$ cat src/rtl/seg7_bcd_reader.sv
// seg7_bcd_reader: recovers per-digit BCD from a muxed active-low 7-seg bus; define SEG7_READER_DP_EN to add decimal-point capture
module seg7_bcd_reader #(
  parameter int NUM_DIGITS = 6,
  parameter int STABLE_CNT = 4
) (
  input  logic                    seg7_clk,
  input  logic                    seg7_rst_n,
  input  logic [6:0]              seg7_seg_in,
  input  logic [NUM_DIGITS-1:0]   seg7_sel_in,
  input  logic                    seg7_sample_in,
  input  logic                    seg7_clr_in,
`ifdef SEG7_READER_DP_EN
  input  logic                    seg7_dp_in,
  output logic [NUM_DIGITS-1:0]   seg7_dp_out,
`endif
  output logic [4*NUM_DIGITS-1:0] seg7_digits_out,
  output logic [NUM_DIGITS-1:0]   seg7_valid_out,
  output logic                    seg7_err_out,
  output logic                    seg7_frame_out
);
  localparam logic [3:0] SC = 4'(STABLE_CNT);
  logic [6:0] seg_r, ref_seg;
  logic [NUM_DIGITS-1:0] sel_r, ref_sel, hit, seen, seen_nxt;
  logic stb_r, ref_ok, dp_w, dp_r, ref_dp, sel_ok, match, commit, legal, blank;
  logic [3:0] count, count_nxt, bcd;
`ifdef SEG7_READER_DP_EN
  assign dp_w = seg7_dp_in;
`else
  assign dp_w = 1'b1;
`endif
  // capture the display bus and strobe together so all decisions see one coherent sample
  always_ff @(posedge seg7_clk or negedge seg7_rst_n)
    if (!seg7_rst_n) begin
      seg_r <= 7'h7F;
      sel_r <= '1;
      stb_r <= 1'b0;
      dp_r  <= 1'b1;
    end else begin
      seg_r <= seg7_seg_in;
      sel_r <= seg7_sel_in;
      stb_r <= seg7_sample_in;
      dp_r  <= dp_w;
    end
  // segment pattern to BCD; 4'hF marks anything that is not a decimal digit
  always_comb begin
    bcd = 4'hF;
    case (seg_r)
      7'h40: bcd = 4'd0;
      7'h79: bcd = 4'd1;
      7'h24: bcd = 4'd2;
      7'h30: bcd = 4'd3;
      7'h19: bcd = 4'd4;
      7'h12: bcd = 4'd5;
      7'h02: bcd = 4'd6;
      7'h78: bcd = 4'd7;
      7'h00: bcd = 4'd8;
      7'h10: bcd = 4'd9;
      default: bcd = 4'hF;
    endcase
  end
  // stability run tracking and commit decision; a commit fires only on the edge the run reaches STABLE_CNT
  always_comb begin
    sel_ok    = $onehot(~sel_r);
    match     = ref_ok && sel_r == ref_sel && seg_r == ref_seg && dp_r == ref_dp;
    count_nxt = !match ? 4'd1 : count == SC ? count : count + 4'd1;
    commit    = stb_r && sel_ok && count_nxt == SC && (!match || count != SC);
    hit       = commit ? ~sel_r : '0;
    blank     = seg_r == 7'h7F;
    legal     = bcd != 4'hF;
    seen_nxt  = seen | (legal ? hit : '0);
  end
  // reference sample and run length; clear and illegal selects restart the run
  always_ff @(posedge seg7_clk or negedge seg7_rst_n)
    if (!seg7_rst_n) begin
      count   <= 4'd0;
      ref_ok  <= 1'b0;
      ref_sel <= '1;
      ref_seg <= 7'h7F;
      ref_dp  <= 1'b1;
    end else if (seg7_clr_in) begin
      count  <= 4'd0;
      ref_ok <= 1'b0;
    end else if (stb_r) begin
      count   <= sel_ok ? count_nxt : 4'd0;
      ref_ok  <= sel_ok;
      ref_sel <= sel_r;
      ref_seg <= seg_r;
      ref_dp  <= dp_r;
    end
  // committed digit values, validity, sticky error and frame completion pulse
  always_ff @(posedge seg7_clk or negedge seg7_rst_n)
    if (!seg7_rst_n) begin
      seg7_digits_out <= '1;
      seg7_valid_out  <= '0;
      seg7_err_out    <= 1'b0;
      seg7_frame_out  <= 1'b0;
      seen            <= '0;
    end else if (seg7_clr_in) begin
      seg7_valid_out <= '0;
      seg7_err_out   <= 1'b0;
      seg7_frame_out <= 1'b0;
      seen           <= '0;
    end else begin
      seg7_frame_out <= commit && &seen_nxt;
      seen           <= commit && &seen_nxt ? '0 : seen_nxt;
      seg7_valid_out <= (seg7_valid_out & ~hit) | (legal ? hit : '0);
      seg7_err_out   <= seg7_err_out | (commit && !legal && !blank);
      for (int i = 0; i < NUM_DIGITS; i++)
        if (hit[i]) seg7_digits_out[4*i +: 4] <= bcd;
    end
`ifdef SEG7_READER_DP_EN
  // decimal point follows every commit of its digit
  always_ff @(posedge seg7_clk or negedge seg7_rst_n)
    if (!seg7_rst_n) seg7_dp_out <= '0;
    else if (!seg7_clr_in)
      for (int i = 0; i < NUM_DIGITS; i++)
        if (hit[i]) seg7_dp_out[i] <= ~dp_r;
`endif
endmodule
$ cat config.mk
export PLATFORM = sky130hd
export DESIGN_NAME = seg7_bcd_reader
export DESIGN_NICKNAME = d
export VERILOG_FILES = /design/src/rtl/seg7_bcd_reader.sv
export SDC_FILE = /design/constraint.sdc
export NUM_CORES = 1
export LEC_CHECK = 0
export BUFFER_PORTS_ARGS = -buffer_cell sky130_fd_sc_hd__buf_2
export CORE_ASPECT_RATIO = 0.5
export CORE_UTILIZATION = 35
export DETAILED_ROUTE_END_ITERATION = 10
export PLACE_DENSITY = 0.61
export SLEW_MARGIN = 10
export SYNTH_ARGS = -nofsm -noshare
export SYNTH_HDL_FRONTEND = slang
export SYNTH_SLANG_ARGS = --single-unit
$ cat constraint.sdc
create_clock -name seg7_clk -period 10.3 [get_ports seg7_clk]
set_input_delay 0.515 -clock seg7_clk [delete_from_list [all_inputs] [get_ports seg7_clk]]
set_output_delay 0.515 -clock seg7_clk [all_outputs]
set_load 0.01 [all_outputs]
Word-level counts from Yosys, hierarchy flattened. Cells that the tools add are included. W data, S select, Z words.

Bits in registers: 70. Input bits: 17. Output and inout bits: 32. Word-level logic and storage cells: 84.

Add/sub/neg operators: 6. Equal/unequal tests: 17. Mux-type cells: 15. Bitwise logic cells: 7. Reductions and logical operators: 22.

Operators with widths (number): $pmux W4 S10 (1); $mux W6 (5); $eq A7 B7 Y1 const B (4); $eq A7 B5 Y1 const B (3); $mux W4 (5); $eq A7 B6 Y1 const B (2); $reduce_and A2 Y1 (7); $not A6 Y6 (2); $or A6 B6 Y6 (2); $eq A4 B3 Y1 const B (2); $logic_and A1 B1 Y1 (8); $eq A7 B2 Y1 const B (1); $eq A7 B7 Y1 (1); $logic_not A7 Y1 (1); $add A1 B1 Y2 (3); $and A6 B6 Y6 (1); $eq A6 B6 Y1 (1); $reduce_and A6 Y1 (1); $add A4 B1 Y4 const B (1); $mux W1 (4); $ne A4 B3 Y1 const B (1); $ne A4 B4 Y1 const B (1); $add A2 B2 Y3 (1); $add A3 B2 Y3 (1); 6 further kinds (8).

Longest topological paths before layout. Gate-level depths: netlist of run 1.

Depth in word-level cells: 15. Mapped depth: 14. Mapped depth without buffers: 12.

Worst setup path after synthesis of run 1. OpenSTA, ideal clock, no wires.

Path type: reg-to-reg. From: register sel_r[0]. To: register seen[0]. Library setup time: 0.152 ns. Arrival time: 3.666 ns. Required time: 10.148 ns. Slack: 6.482 ns. Cell stages (with the launch flop): 13. Path buffers: 0. Period minus slack after synthesis: 3.818 ns. Cells stage by stage: dfstp_2 fa_1 inv_1 fa_1 ha_1 inv_1 fa_1 nand3_1 nor4_1 nand4_1 or4_4 a2111oi_4 a221oi_1.

Longest elaborated chain between the ends: 15. Elaborated cells on any way between the ends: 22. Those cells by class: 3 x add/sub; 3 x eq/ne; 5 x mux; 2 x bitwise; 9 x reduce/logical.

RTL lines: from (decl) (RTL line 23) `logic [NUM_DIGITS-1:0] sel_r, ref_sel, hit, seen, seen_nxt;`; from (signal assigned) (RTL line 40) `sel_r <= seg7_sel_in;`; $not A6 Y6 (RTL line 63, 67); $add A1 B1 Y2 (not written as such) (RTL line 63) `sel_ok = $onehot(~sel_r);`; $add A2 B2 Y3 (not written as such) (RTL line 63); $add A3 B2 Y3 (not written as such) (RTL line 63); $eq A3 B1 Y1 (RTL line 63); $logic_and A1 B1 Y1 (3 in a row) (RTL line 66) `commit = stb_r && sel_ok && count_nxt == SC && (!match || count != SC);`; $mux W6 (RTL line 67) `hit = commit ? ~sel_r : '0;`; $mux W6 (RTL line 70) `seen_nxt = seen | (legal ? hit : '0);`; $or A6 B6 Y6 (RTL line 70); $reduce_and A6 Y1 (RTL line 105) `seen <= commit && &seen_nxt ? '0 : seen_nxt;`; $logic_and A1 B1 Y1 (RTL line 105); $mux W6 * (RTL line 105); $mux W6 * (RTL line 98) `end else if (seg7_clr_in) begin`; to (signal assigned) (RTL line 105); to (decl) (RTL line 23).

Mark *: on every way between the ends. The rest lies on a longest branch, timed or not. A chain may end at the register's enable or synchronous reset.

Final worst setup path of run 1. Ends and elaborated chain as after synthesis.

==> metrics.csv, run 1 <==
stage;metric;value;unit
run_status;status;completed;
synthesis;synth.top_cell.area_share;39.6;%
sta;tns;0;ns
synthesis;synth_nets;292;
synthesis;synth.largest_area_cell;dfstp_2;
floorplan;initial_utilization;37.0;%
power;cellLeakagePower;1.68;nW
clocking;cts_sinks;70;
placement;globalplace.congestion;0.869;
floorplan;ioPinCount;49;
clocking;post_cts_buffers;0;
power;power_density;164;nW/µm²
layout;final_nets;341;
power;switching_power;0.000161;W
floorplan;die_y;70.8;µm
clocking;clkTransAtPathRegs;0.06;ns
synthesis;yosysUniqueCellTypes;47;
synthesis;synth_area_leaders;dfstp_2, dfrtp_1, mux2_2;
layout;drive_gt1_share;49.8;%
critical_path;cp.required;10.53;ns
job;maxCapViolCount;0;
sta;drv_slew;0;
sta;relSlewSlack;23.4;%
clocking;hold_buffers;0;
critical_path;endpoint_kind;flip-flop;
floorplan;die_area;9890;µm²
critical_path;critPathMaxFanout;12;
synthesis;synth_edf_count;0;
sta;period_share;41.7;%
power;sequentialPowerShare;47.8;%
clocking;cts_max_path_buffers;2;
global_route;gr-total-overflow;0;
clocking;htreeDepth;3;
global_route;grt_use_total;16.2;%
layout;final_area;3910;µm²
global_route;antenna_found_initial;0;
route;vias_per_cell;5.09;
sta;tightest_slew;1.14;ns
sta;finClkSkew;0.00456;ns
global_route;grt_max_degree;71;
global_route;grt_pass1_wl;12200;µm
placement;port_buffers;48;
power;pwr-share-clk;44.6;%
synthesis;synthFlopType;dfstp_2;
floorplan;fp.dieW;140;µm
synthesis;ys_ff_latch;70;
synthesis;ys_async_sr_fraction;100;%
synthesis;syn_inst;269;
route;wl;7160;µm
route;firstDrtPassIters;4;
synthesis;syn_area;3310;µm²
power;p_int;0.000480;W
synthesis;syn_area_per_cell;12.3;µm²
sta;fmax;233;MHz
placement;pre_cts_ws;6.06;ns
route;postRouteAntennaNets;0;
placement;place_area;3630;µm²
synthesis;yosys_warnings;0;
route;routedWlPerCell;16.3;µm
synthesis;seq_area_frac_synth;54.7;%
power;ir_drop;0.0000837;V
clocking;postCtsResizedCells;0;
worst_hold_path;worstHoldPathType;input port to flip-flop;
critical_path;critPathKind;flip-flop to flip-flop;
clocking;clk_latency;0.34;ns
route;initialDrtViolationCount;244;
clocking;tritoncts;built;
floorplan;fp.coreArea;8950;µm²
critical_path;worst_setup_path_start_kind;flip-flop;
route;vias;2241;
placement;place_hpwl;5110;µm
clocking;cts-root-buf;clkbuf_16;
sta;layout_setup_ws;6.01;ns
sta;layout_min_cycle_time;4.29;ns
clocking;cts_made_buffers;9;
route;route.detailed.drc;0;
sta;finalSetupViolations;0;
critical_path;cp.arrival;4.53;ns
power;p_sw_share;25.1;%
global_route;grt_pass1_vias;2378;
floorplan;fp-row-count;24;
layout;syn_to_final_growth;17.9;%
layout;antenna_cells;0;
sta;rsz0062_at_grt;no;
sta;final_hold_viol_count;0;
power;combPwrFrac;7.5;%
-- worst max-delay path: stages, from the launching register on --
cell      delay, ns
dfstp_2        0.41
fa_1           0.53
inv_1          0.05
fa_1           0.47
ha_1           0.14
inv_1          0.05
fa_1           0.49
nand3_1        0.14
nor4_1         0.28
nand4_1        0.18
nor3_1         0.94
nand2_1        0.18
a221oi_1       0.32
-- cells by family (layout without fill, tap and decap cells) --
kind of cell,after synthesis,count (layout),share of synthesized area (%)
XOR/XNOR,14,14,3.93
multiplexers,34,34,11.4
AO/OA/AOI/OAI,56,56,11.1
flip-flops,70,70,54.7
buffers and inverters,26,80,4.30
AND/OR/NAND/NOR,63,63,11.6
adder cells (fa/ha/maj),6,6,2.94
-- per-stage QoR --
step           utilization (%)  hold WS [ns]  cells  total power, W
2_1_floorplan                -         0.219    269        0.000341
3_5_place_dp              40.5         0.487    424        0.000359
5_1_grt                   43.7         0.261    440        0.000671
3_3_place_gp              40.5         0.477    424        0.000357
4_1_cts                   43.7         0.267    440        0.000649
6_report                  43.7         0.274    440        0.000642
-- flip-flops by register name (all words and copies together), names as in the netlist --
register         cells
sel_r                6
seen                 6
seg_r                7
ref_seg              7
stb_r                1
seg7_frame_out       1
count                4
seg7_valid_out       6
seg7_digits_out     24
ref_sel              6
ref_ok               1
seg7_err_out         1
-- synth_stat cells, types with 2 or more instances --
cell	count
nor3_2	4
dfrtp_1	20
mux2i_1	3
clkbuf_8	2
a211oi_1	4
a21o_1	4
clkbuf_1	3
nor2_1	9
nand2_1	16
buf_1	2
nor3_1	5
a22o_1	2
buf_2	2
a21oi_1	16
xnor2_1	13
buf_6	3
nand2b_1	3
mux2_2	31
a221oi_1	2
nand3b_1	2
ha_1	3
o21ai_0	19
or4_4	2
nand4_1	6
inv_1	14
fa_1	3
nor3_4	2
nand3_1	6
dfstp_2	50
-- final cells by class --
cell class / instances / area [µm²]
flip-flops and latches: 70 / 1810
fillers: 831 / 5040
inverters: 14 / 52.6
clock buffers: 9 / 225
multi-input cells: 173 / 1360
clock inverters: 7 / 56.3
well taps: 117 / 146
repair buffers: 50 / 255
-- power by group through the flow --
| stage | sequential, W | combinational [W] | clock [W] |
|---|---|---|---|
| floorplan | 0.000305 | 0.0000363 | 0 |
| global route | 0.000308 | 0.0000545 | 0.000308 |
| CTS | 0.000307 | 0.0000491 | 0.000293 |
| finish | 0.000307 | 0.0000483 | 0.000286 |
| global placement | 0.000310 | 0.0000469 | 0 |
| detailed placement | 0.000311 | 0.0000487 | 0 |
-- per-layer routing --
metal  vias to the layer above  GRT usage [%]  share of wire [%]
li1                       1053              -                  -
met5                         -              0                  0
met1                      1131           20.0                 46
met2                        49           27.0                 48
met3                         8           5.21                4.4
met4                         0           5.86                1.0
-- cells in the final DEF, fill, tap and decap left out, types with 3 or more instances in the layout --
cell type / count
fa_1: 3
nor2_1: 9
nor3_1: 5
mux2i_1: 3
nand2_1: 16
nand3_1: 6
xnor2_1: 13
a211oi_1: 4
dfrtp_1: 20
nor3_2: 4
nand2b_1: 3
ha_1: 3
a21o_1: 4
nand4_1: 6
buf_2: 48
mux2_2: 31
clkbuf_16: 9
dfstp_2: 50
inv_1: 14
a21oi_1: 16
o21ai_0: 19
-- path summary, 6_finish.rpt --
| path | from | end | slack (ns) | cells past startpoint |
|---|---|---|---|---|
| max in group asynchronous | seg7_rst_n | seen[2]$_DFF_PN0_ | 9.38 | 2 |
| hold reg to reg | ref_sel[1]$_DFFE_PN1P_ | ref_sel[1]$_DFFE_PN1P_ | 0.49 | 2 |
| min in group asynchronous | seg7_rst_n | seg7_err_out$_DFF_PN0_ | 0.39 | 2 |
| setup reg to reg | sel_r[0]$_DFF_PN1_ | seen[0]$_DFF_PN0_ | 6.01 | 12 |
| setup / recovery | sel_r[0]$_DFF_PN1_ | seen[0]$_DFF_PN0_ | 6.01 | 12 |
| hold / removal | seg7_seg_in[1] | seg_r[1]$_DFF_PN1_ | 0.27 | 1 |
Power figures use the tool's default switching activity.
==> inputs of run 2 (changes only) <==
--- a/config.mk
+++ b/config.mk
@@ -9,7 +9,7 @@
 export CORE_ASPECT_RATIO = 0.5
 export CORE_UTILIZATION = 35
 export DETAILED_ROUTE_END_ITERATION = 10
-export PLACE_DENSITY = 0.61
+export PLACE_DENSITY = 0.63
 export SLEW_MARGIN = 10
 export SYNTH_ARGS = -nofsm -noshare
 export SYNTH_HDL_FRONTEND = slang
==> constraint.sdc (replaced) <==
create_clock -name seg7_clk -period 3.5 [get_ports seg7_clk]
set_input_delay 0.175 -clock seg7_clk [delete_from_list [all_inputs] [get_ports seg7_clk]]
set_output_delay 0.175 -clock seg7_clk [all_outputs]
set_load 0.01 [all_outputs]
==> run 2 against run 1 <==
  * Global-route usage up 0.48 points
  * Highest routed layer unchanged
  * Sequential share of layout area down 4.1 points
  * The run now ends with setup timing left
  * Critical endpoint unchanged
  * Critical path depth up 1
  * Non-clock buffer count up 36
==> metrics.csv, run 2 (synthesis gave the netlist of run 1 again) <==
stage;metric;value;unit
run_status;status;complete, but fails checks;
run_status;violations;setup timing;
floorplan;fp.coreArea;8950;µm²
layout;largest_reg_flops;24;
floorplan;fp-row-count;24;
sta;layout_setup_ws;-0.321;ns
sta;rsz0062_at_grt;yes;
route;dr_wl_met2;3720;µm
route;initialDrtViolationCount;244;
critical_path;cpMostUsedCell;fa_1;
route;routedWlPerCell;15.9;µm
layout;final_nets;377;
floorplan;fp.dieW;140;µm
route;routed.top_layer;met4;
route;vias;2428;
worst_hold_path;worstHoldPathType;input port to asynchronous set/reset pin;
critical_path;cp_slowest_cell;or4_4;
layout;nFillCells;806;
critical_path;cp.required;3.68;ns
placement;globalplace.congestion;0.851;
layout;drive_gt1_share;51.4;%
clocking;htreeDepth;3;
power;ir_drop;0.000243;V
critical_path;cp_top_family;adder cells;
sta;fmax;262;MHz
global_route;gr-total-overflow;0;
route;dr_wl_met3;271;µm
critical_path;critPathKind;flip-flop to flip-flop;
power;finalPower;0.00204;W
placement;place_hpwl;5310;µm
critical_path;cp.arrival;4.00;ns
sta;relSlewSlack;33.3;%
route;wl_met1;3460;µm
power;cellLeakagePower;1.88;nW
layout;final_cell_mix;dfstp_2, buf_2, mux2_2, buf_4, dfrtp_1;
sta;tightest_slew;1.00;ns
layout;reg_top3;seg7_digits_out: 24 flops, ref_seg: 7 flops, seg_r: 7 flops;
global_route;grt_pass1_vias;2563;
clocking;cts_sinks;70;
sta;drv_slew;0;
clocking;clk_latency;0.33;ns
route;firstDrtPassIters;6;
critical_path;critPathMaxFanout;6;
global_route;grt_use_total;16.7;%
global_route;grt_pass1_wl;12800;µm
route;route.detailed.drc;0;
global_route;antenna_found_initial;0;
critical_path;slowest_delay;0.53;ns
route;vias_per_cell;5.11;
critical_path;worst_setup_path_start_kind;flip-flop;
clocking;cts_max_path_buffers;2;
clocking;tritoncts;built;
critical_path;cp_num_buf_inv;3;
critical_path;r2r_slack;-0.32;ns
floorplan;ioPinCount;49;
route;wl;7550;µm
global_route;grt_max_degree;47;
floorplan;initial_utilization;37.0;%
sta;period_share;109;%
sta;final_hold_viol_count;0;
route;postRouteAntennaNets;0;
critical_path;worstPathCellList;fa_1 > inv_1 > fa_1 > ha_1 > inv_1 > fa_1 > nand3_2 > nor4_2 > nand4_1 > or4_4 > a2111oi_4 > buf_4 > a221oi_1;
sta;layout_min_cycle_time;3.82;ns
job;maxCapViolCount;0;
layout;layout_commonest_cell;dfstp_2;
clocking;cts-root-buf;clkbuf_16;
sta;finClkSkew;0.00468;ns
floorplan;die_area;9890;µm²
layout;syn_to_final_growth;29.3;%
layout;largest_register;seg7_digits_out;
floorplan;die_y;70.8;µm
clocking;cts_made_buffers;9;
critical_path;endpoint_kind;flip-flop;
sta;tns;-7.82;ns
clocking;clkTransAtPathRegs;0.05;ns
sta;finalSetupViolations;36;
placement;port_buffers;48;
power;power_density;475;nW/µm²
layout;antenna_cells;0;
-- run 2: cell types whose count changed in the layout (fill, tap and decap cells not counted), moves of 2 or more --
cell and change:
clkbuf_8 +2, mux2_2 -2, inv_6 -2, buf_4 +21
dlygate4sd3_1 +14, clkinv_4 -2, mux2_4 +2
-- run 2: worst register-to-register path, delay by kind of cell (launching register included) --
kind | cells | cell delay, ns
AOI/OAI and AO/OA | 2 | 0.37
adders and majority gates | 4 | 1.67
buffers and inverters | 3 | 0.30
DFF | 1 | 0.37
and+or+nand+nor | 4 | 0.97
-- run 2: final timing paths --
| kind | from | to | cells past startpoint |
|---|---|---|---|
| setup / recovery | sel_r[0]$_DFF_PN1_ | seen[0]$_DFF_PN0_ | 13 |
| hold / removal | seg7_rst_n | seg7_valid_out[4]$_DFF_PN0_ | 1 |
| setup reg to reg | sel_r[0]$_DFF_PN1_ | seen[0]$_DFF_PN0_ | 13 |
| hold reg to reg | ref_sel[3]$_DFFE_PN1P_ | ref_sel[3]$_DFFE_PN1P_ | 2 |
| max in group asynchronous | seg7_rst_n | seg7_digits_out[18]$_DFFE_PN1P_ | 2 |
| min in group seg7_clk | seg7_clr_in | seg7_err_out$_DFF_PN0_ | 2 |
-- run 2: repair_timing --
item,4_1_cts,5_1_grt
endpoints found under the setup margin,36,38
pin swaps,2,4
hold buffers,14,0
endpoints found under the hold margin,14,0
buffers inserted,1,1
gates resized for setup,1,1
-- run 2: final cells by class --
type	instances	area [µm²]	share of cell area, %
Clock buffer	13	282	6.57
Tap cell	117	146	3.42
Multi-Input combinational cell	173	1380	32.2
Sequential cell	70	1810	42.3
Clock inverter	2	37.5	0.876
Timing Repair Buffer	86	573	13.4
Inverter	14	52.6	1.23
-- run 2: power breakdown --
part	switching [W]	internal, W
sequential	0.0000332	0.000865
combinational	0.0000955	0.0000891
clock	0.000325	0.000629
-- run 2: through the flow --
| stage | setup WS, ns | hold WS (ns) | utilization, % | instances | area (µm²) |
|---|---|---|---|---|---|
| 2_1_floorplan | -0.193 | -0.121 | - | 269 | 3340 |
| 5_1_grt | -0.525 | 0.0930 | 47.9 | 475 | 4290 |
| 4_1_cts | -0.337 | 0.0362 | 47.7 | 474 | 4270 |
| 3_5_place_dp | -0.345 | 0.281 | 42.5 | 444 | 3800 |
| 3_3_place_gp | -0.251 | 0.280 | 42.5 | 444 | 3800 |
| 6_report | -0.321 | 0.0276 | 47.9 | 475 | 4290 |
-- run 2: routing by layer --
layer	track usage [%]	vias up
li1	-	1129
met1	21.0	1226
met2	28.1	62
met3	4.20	11
met4	6.35	0
met5	0	-
==> inputs of run 3 (changes only) <==
--- a/config.mk
+++ b/config.mk
@@ -5,6 +5,7 @@
 export SDC_FILE = /design/constraint.sdc
 export NUM_CORES = 1
 export LEC_CHECK = 0
+export ABC_AREA = 1
 export BUFFER_PORTS_ARGS = -buffer_cell sky130_fd_sc_hd__buf_2
 export CORE_ASPECT_RATIO = 0.5
 export CORE_UTILIZATION = 35
==> run 3 against run 2 <==
  * The flow now finishes without violations
  * Synthesized area increased by 0.94%
  * Core utilization decreased by 0.45 points
  * Total power rose by 0.12%
  * Critical endpoint is now seen[5]$_DFF_PN0_
  * Highest routed layer unchanged
==> metrics.csv, run 3 <==
stage;metric;value;unit
run_status;status;completed;
synthesis;synthSimpleGateAreaFrac;27.6;%
placement;port_buffers;48;
synthesis;seq_area_frac_synth;54.2;%
synthesis;synth.most_common_cell;nand2_1;
power;p_sw_share;24.2;%
route;initialDrtViolationCount;170;
global_route;grt_pass1_vias;2631;
synthesis;muxShareOfSynthArea;0;%
synthesis;ys_async_sr_fraction;100;%
sta;layout_min_cycle_time;3.39;ns
synthesis;syn_area;3350;µm²
synthesis;synthAdderAreaFrac;2.92;%
floorplan;fp.dieW;140;µm
route;postRouteAntennaNets;0;
layout;final_cell_mix;nand2_1, dfstp_2, buf_2, inv_1, nor2_1;
worst_hold_path;worstHoldPathType;input port to flip-flop;
layout;layout_commonest_cell;nand2_1;
global_route;grt_max_degree;30;
clocking;cts_sinks;70;
route;vias_per_cell;4.66;
synthesis;synth_top_family_by_area;simple AND/OR/NAND/NOR gates;
route;vias;2790;
floorplan;die_y;71.1;µm
synthesis;synth_nets;423;
floorplan;ioPinCount;49;
sta;period_share;97.0;%
clocking;cts_max_path_buffers;2;
route;route.detailed.drc;0;
critical_path;critPathKind;flip-flop to flip-flop;
global_route;grt_pass1_wl;12800;µm
layout;final_nets;500;
layout;drive_gt1_share;32.2;%
power;cellLeakagePower;2.12;nW
floorplan;fp-row-count;24;
clocking;clkTransAtPathRegs;0.06;ns
synthesis;synthFlopType;dfstp_2;
layout;largest_register;seg7_digits_out;
placement;place_area;3740;µm²
sta;tns;0;ns
sta;finalSetupViolations;0;
sta;tightest_slew;0.837;ns
power;combPwrFrac;9.6;%
global_route;grt_use_total;16.9;%
sta;final_hold_viol_count;0;
synthesis;yosys_warnings;0;
synthesis;yosysUniqueCellTypes;30;
sta;finClkSkew;0.00712;ns
layout;antenna_cells;0;
synthesis;synth.top_cell.area_share;39.3;%
placement;globalplace.congestion;0.807;
clocking;htreeDepth;3;
critical_path;cp.required;3.71;ns
floorplan;die_area;9980;µm²
power;p_int;0.00155;W
global_route;antenna_found_initial;0;
floorplan;fp.coreArea;8980;µm²
clocking;cts-root-buf;clkbuf_16;
route;wl;7640;µm
floorplan;initial_utilization;37.3;%
layout;syn_to_final_growth;27.3;%
clocking;tritoncts;built;
sta;drv_slew;0;
synthesis;ys_ff_latch;70;
critical_path;critPathMaxFanout;7;
synthesis;synth_compound_area_share;8.41;%
sta;rsz0062_at_grt;yes;
route;routedWlPerCell;12.8;µm
layout;final_area;4260;µm²
global_route;gr-total-overflow;0;
job;maxCapViolCount;0;
sta;fmax;295;MHz
power;switching_power;0.000493;W
route;firstDrtPassIters;4;
sta;layout_setup_ws;0.107;ns
power;sequentialPowerShare;44.5;%
sta;relSlewSlack;43.8;%
critical_path;endpoint_kind;flip-flop;
layout;reg_top3;seg7_digits_out: 24 flops, ref_seg: 7 flops, seg_r: 7 flops;
power;ir_drop;0.000268;V
placement;place_hpwl;5610;µm
synthesis;syn_area_per_cell;8.36;µm²
placement;pre_cts_ws;0.0447;ns
clocking;clk_latency;0.34;ns
synthesis;synth_area_leaders;dfstp_2, nand2_1, dfrtp_1;
synthesis;synth.largest_area_cell;dfstp_2;
synthesis;syn_inst;400;
power;pwr-share-clk;45.9;%
critical_path;cp.arrival;3.61;ns
clocking;cts_made_buffers;9;
layout;largest_reg_flops;24;
critical_path;worst_setup_path_start_kind;flip-flop;
synthesis;synth_commonest_cells;nand2_1, dfstp_2, inv_1, nor2_1, dfrtp_1;
power;power_density;479;nW/µm²
synthesis;synth_xor_area_share;0.524;%
synthesis;synth_edf_count;0;
[run 3: changes by cell type after synthesis, sizes merged, moves of 3 or more]
cell    delta
a211oi     -4
a21o       -4
buf        -7
inv       +38
mux2      -31
mux2i      -3
nand2    +131
nand2b     -3
nand4      +5
nor2      +29
nor3       -9
o21ai     +15
xnor2     -13
[run 3: routing by layer]
layer / global-route usage (%) / up-vias / share of wire, %
met1: 23.7 / 1305 / 51
met3: 5.21 / 13 / 4.2
met2: 24.3 / 56 / 43
li1: - / 1416 / -
met4: 6.96 / 0 / 1.6
met5: 0 / - / 0
[run 3: area by class of cell]
| class | instances | area [µm²] |
|---|---|---|
| Fill cell | 920 | 4720 |
| Sequential cell | 70 | 1810 |
| Multi-Input combinational cell | 274 | 1350 |
| Timing Repair Buffer | 70 | 443 |
| Clock buffer | 11 | 254 |
| Inverter | 52 | 198 |
| Tap cell | 117 | 146 |
| Clock inverter | 5 | 56.3 |
[run 3: cell families (layout without fill, tap and decap cells)]
logic type               count (synthesis)  after routing
flip-flops                              70             70
XOR/XNOR                                 2              2
AO/OA/AOI/OAI                           54             54
adder cells (fa/ha/maj)                  6              6
buffers and inverters                   56            138
AND/OR/NAND/NOR                        212            212
[run 3: through the flow]
step / instances / power (W) / hold WS, ns / util (%)
after floorplan: 400 / 0.00103 / -0.121 / -
after global placement: 564 / 0.00110 / 0.136 / 41.7
after detailed placement: 564 / 0.00110 / 0.133 / 41.7
after CTS: 595 / 0.00206 / 0.230 / 46.8
after global routing: 599 / 0.00213 / 0.274 / 47.4
final: 599 / 0.00204 / 0.250 / 47.4
[run 3: repair_timing]
item | CTS | global route
endpoints found under the setup margin | 0 | 31
resized for setup | 0 | 8
hold buffers | 15 | 0
endpoints found under the hold margin | 16 | 0
setup buffers | 0 | 4
[run 3: critical path, stage by stage (launching register included)]
cell	delay, ns
dfstp_2	0.38
fa_1	0.53
inv_1	0.05
fa_1	0.47
ha_1	0.13
inv_1	0.05
fa_1	0.48
and3_4	0.18
nand4_1	0.14
nor2_4	0.20
nand4_1	0.20
nand2_2	0.13
nand2_2	0.07
nor2_4	0.17
a21oi_1	0.10
[run 3: final timing paths]
path                                                start                             end  slack, ns  cells after the start
setup / recovery                       sel_r[0]$_DFF_PN1_               seen[5]$_DFF_PN0_       0.11                     14
hold / removal                                seg7_clr_in        seg7_frame_out$_DFF_PN0_       0.25                      2
setup reg to reg                       sel_r[0]$_DFF_PN1_               seen[5]$_DFF_PN0_       0.11                     14
hold reg to reg            seg7_digits_out[0]$_DFFE_PN1P_  seg7_digits_out[0]$_DFFE_PN1P_       0.46                      2
max in group asynchronous                      seg7_rst_n  seg7_digits_out[7]$_DFFE_PN1P_       2.42                      3
min in group asynchronous                      seg7_rst_n            count[3]$_DFFE_PN0P_       0.32                      2
[run 3: power by group through the flow]
stage | Clock, W | Sequential (W) | Combinational (W)
after floorplan | 0 | 0.000919 | 0.000109
after global placement | 0 | 0.000919 | 0.000177
after detailed placement | 0 | 0.000920 | 0.000181
after CTS | 0.000961 | 0.000909 | 0.000194
after global routing | 0.000994 | 0.000914 | 0.000226
final | 0.000935 | 0.000908 | 0.000196
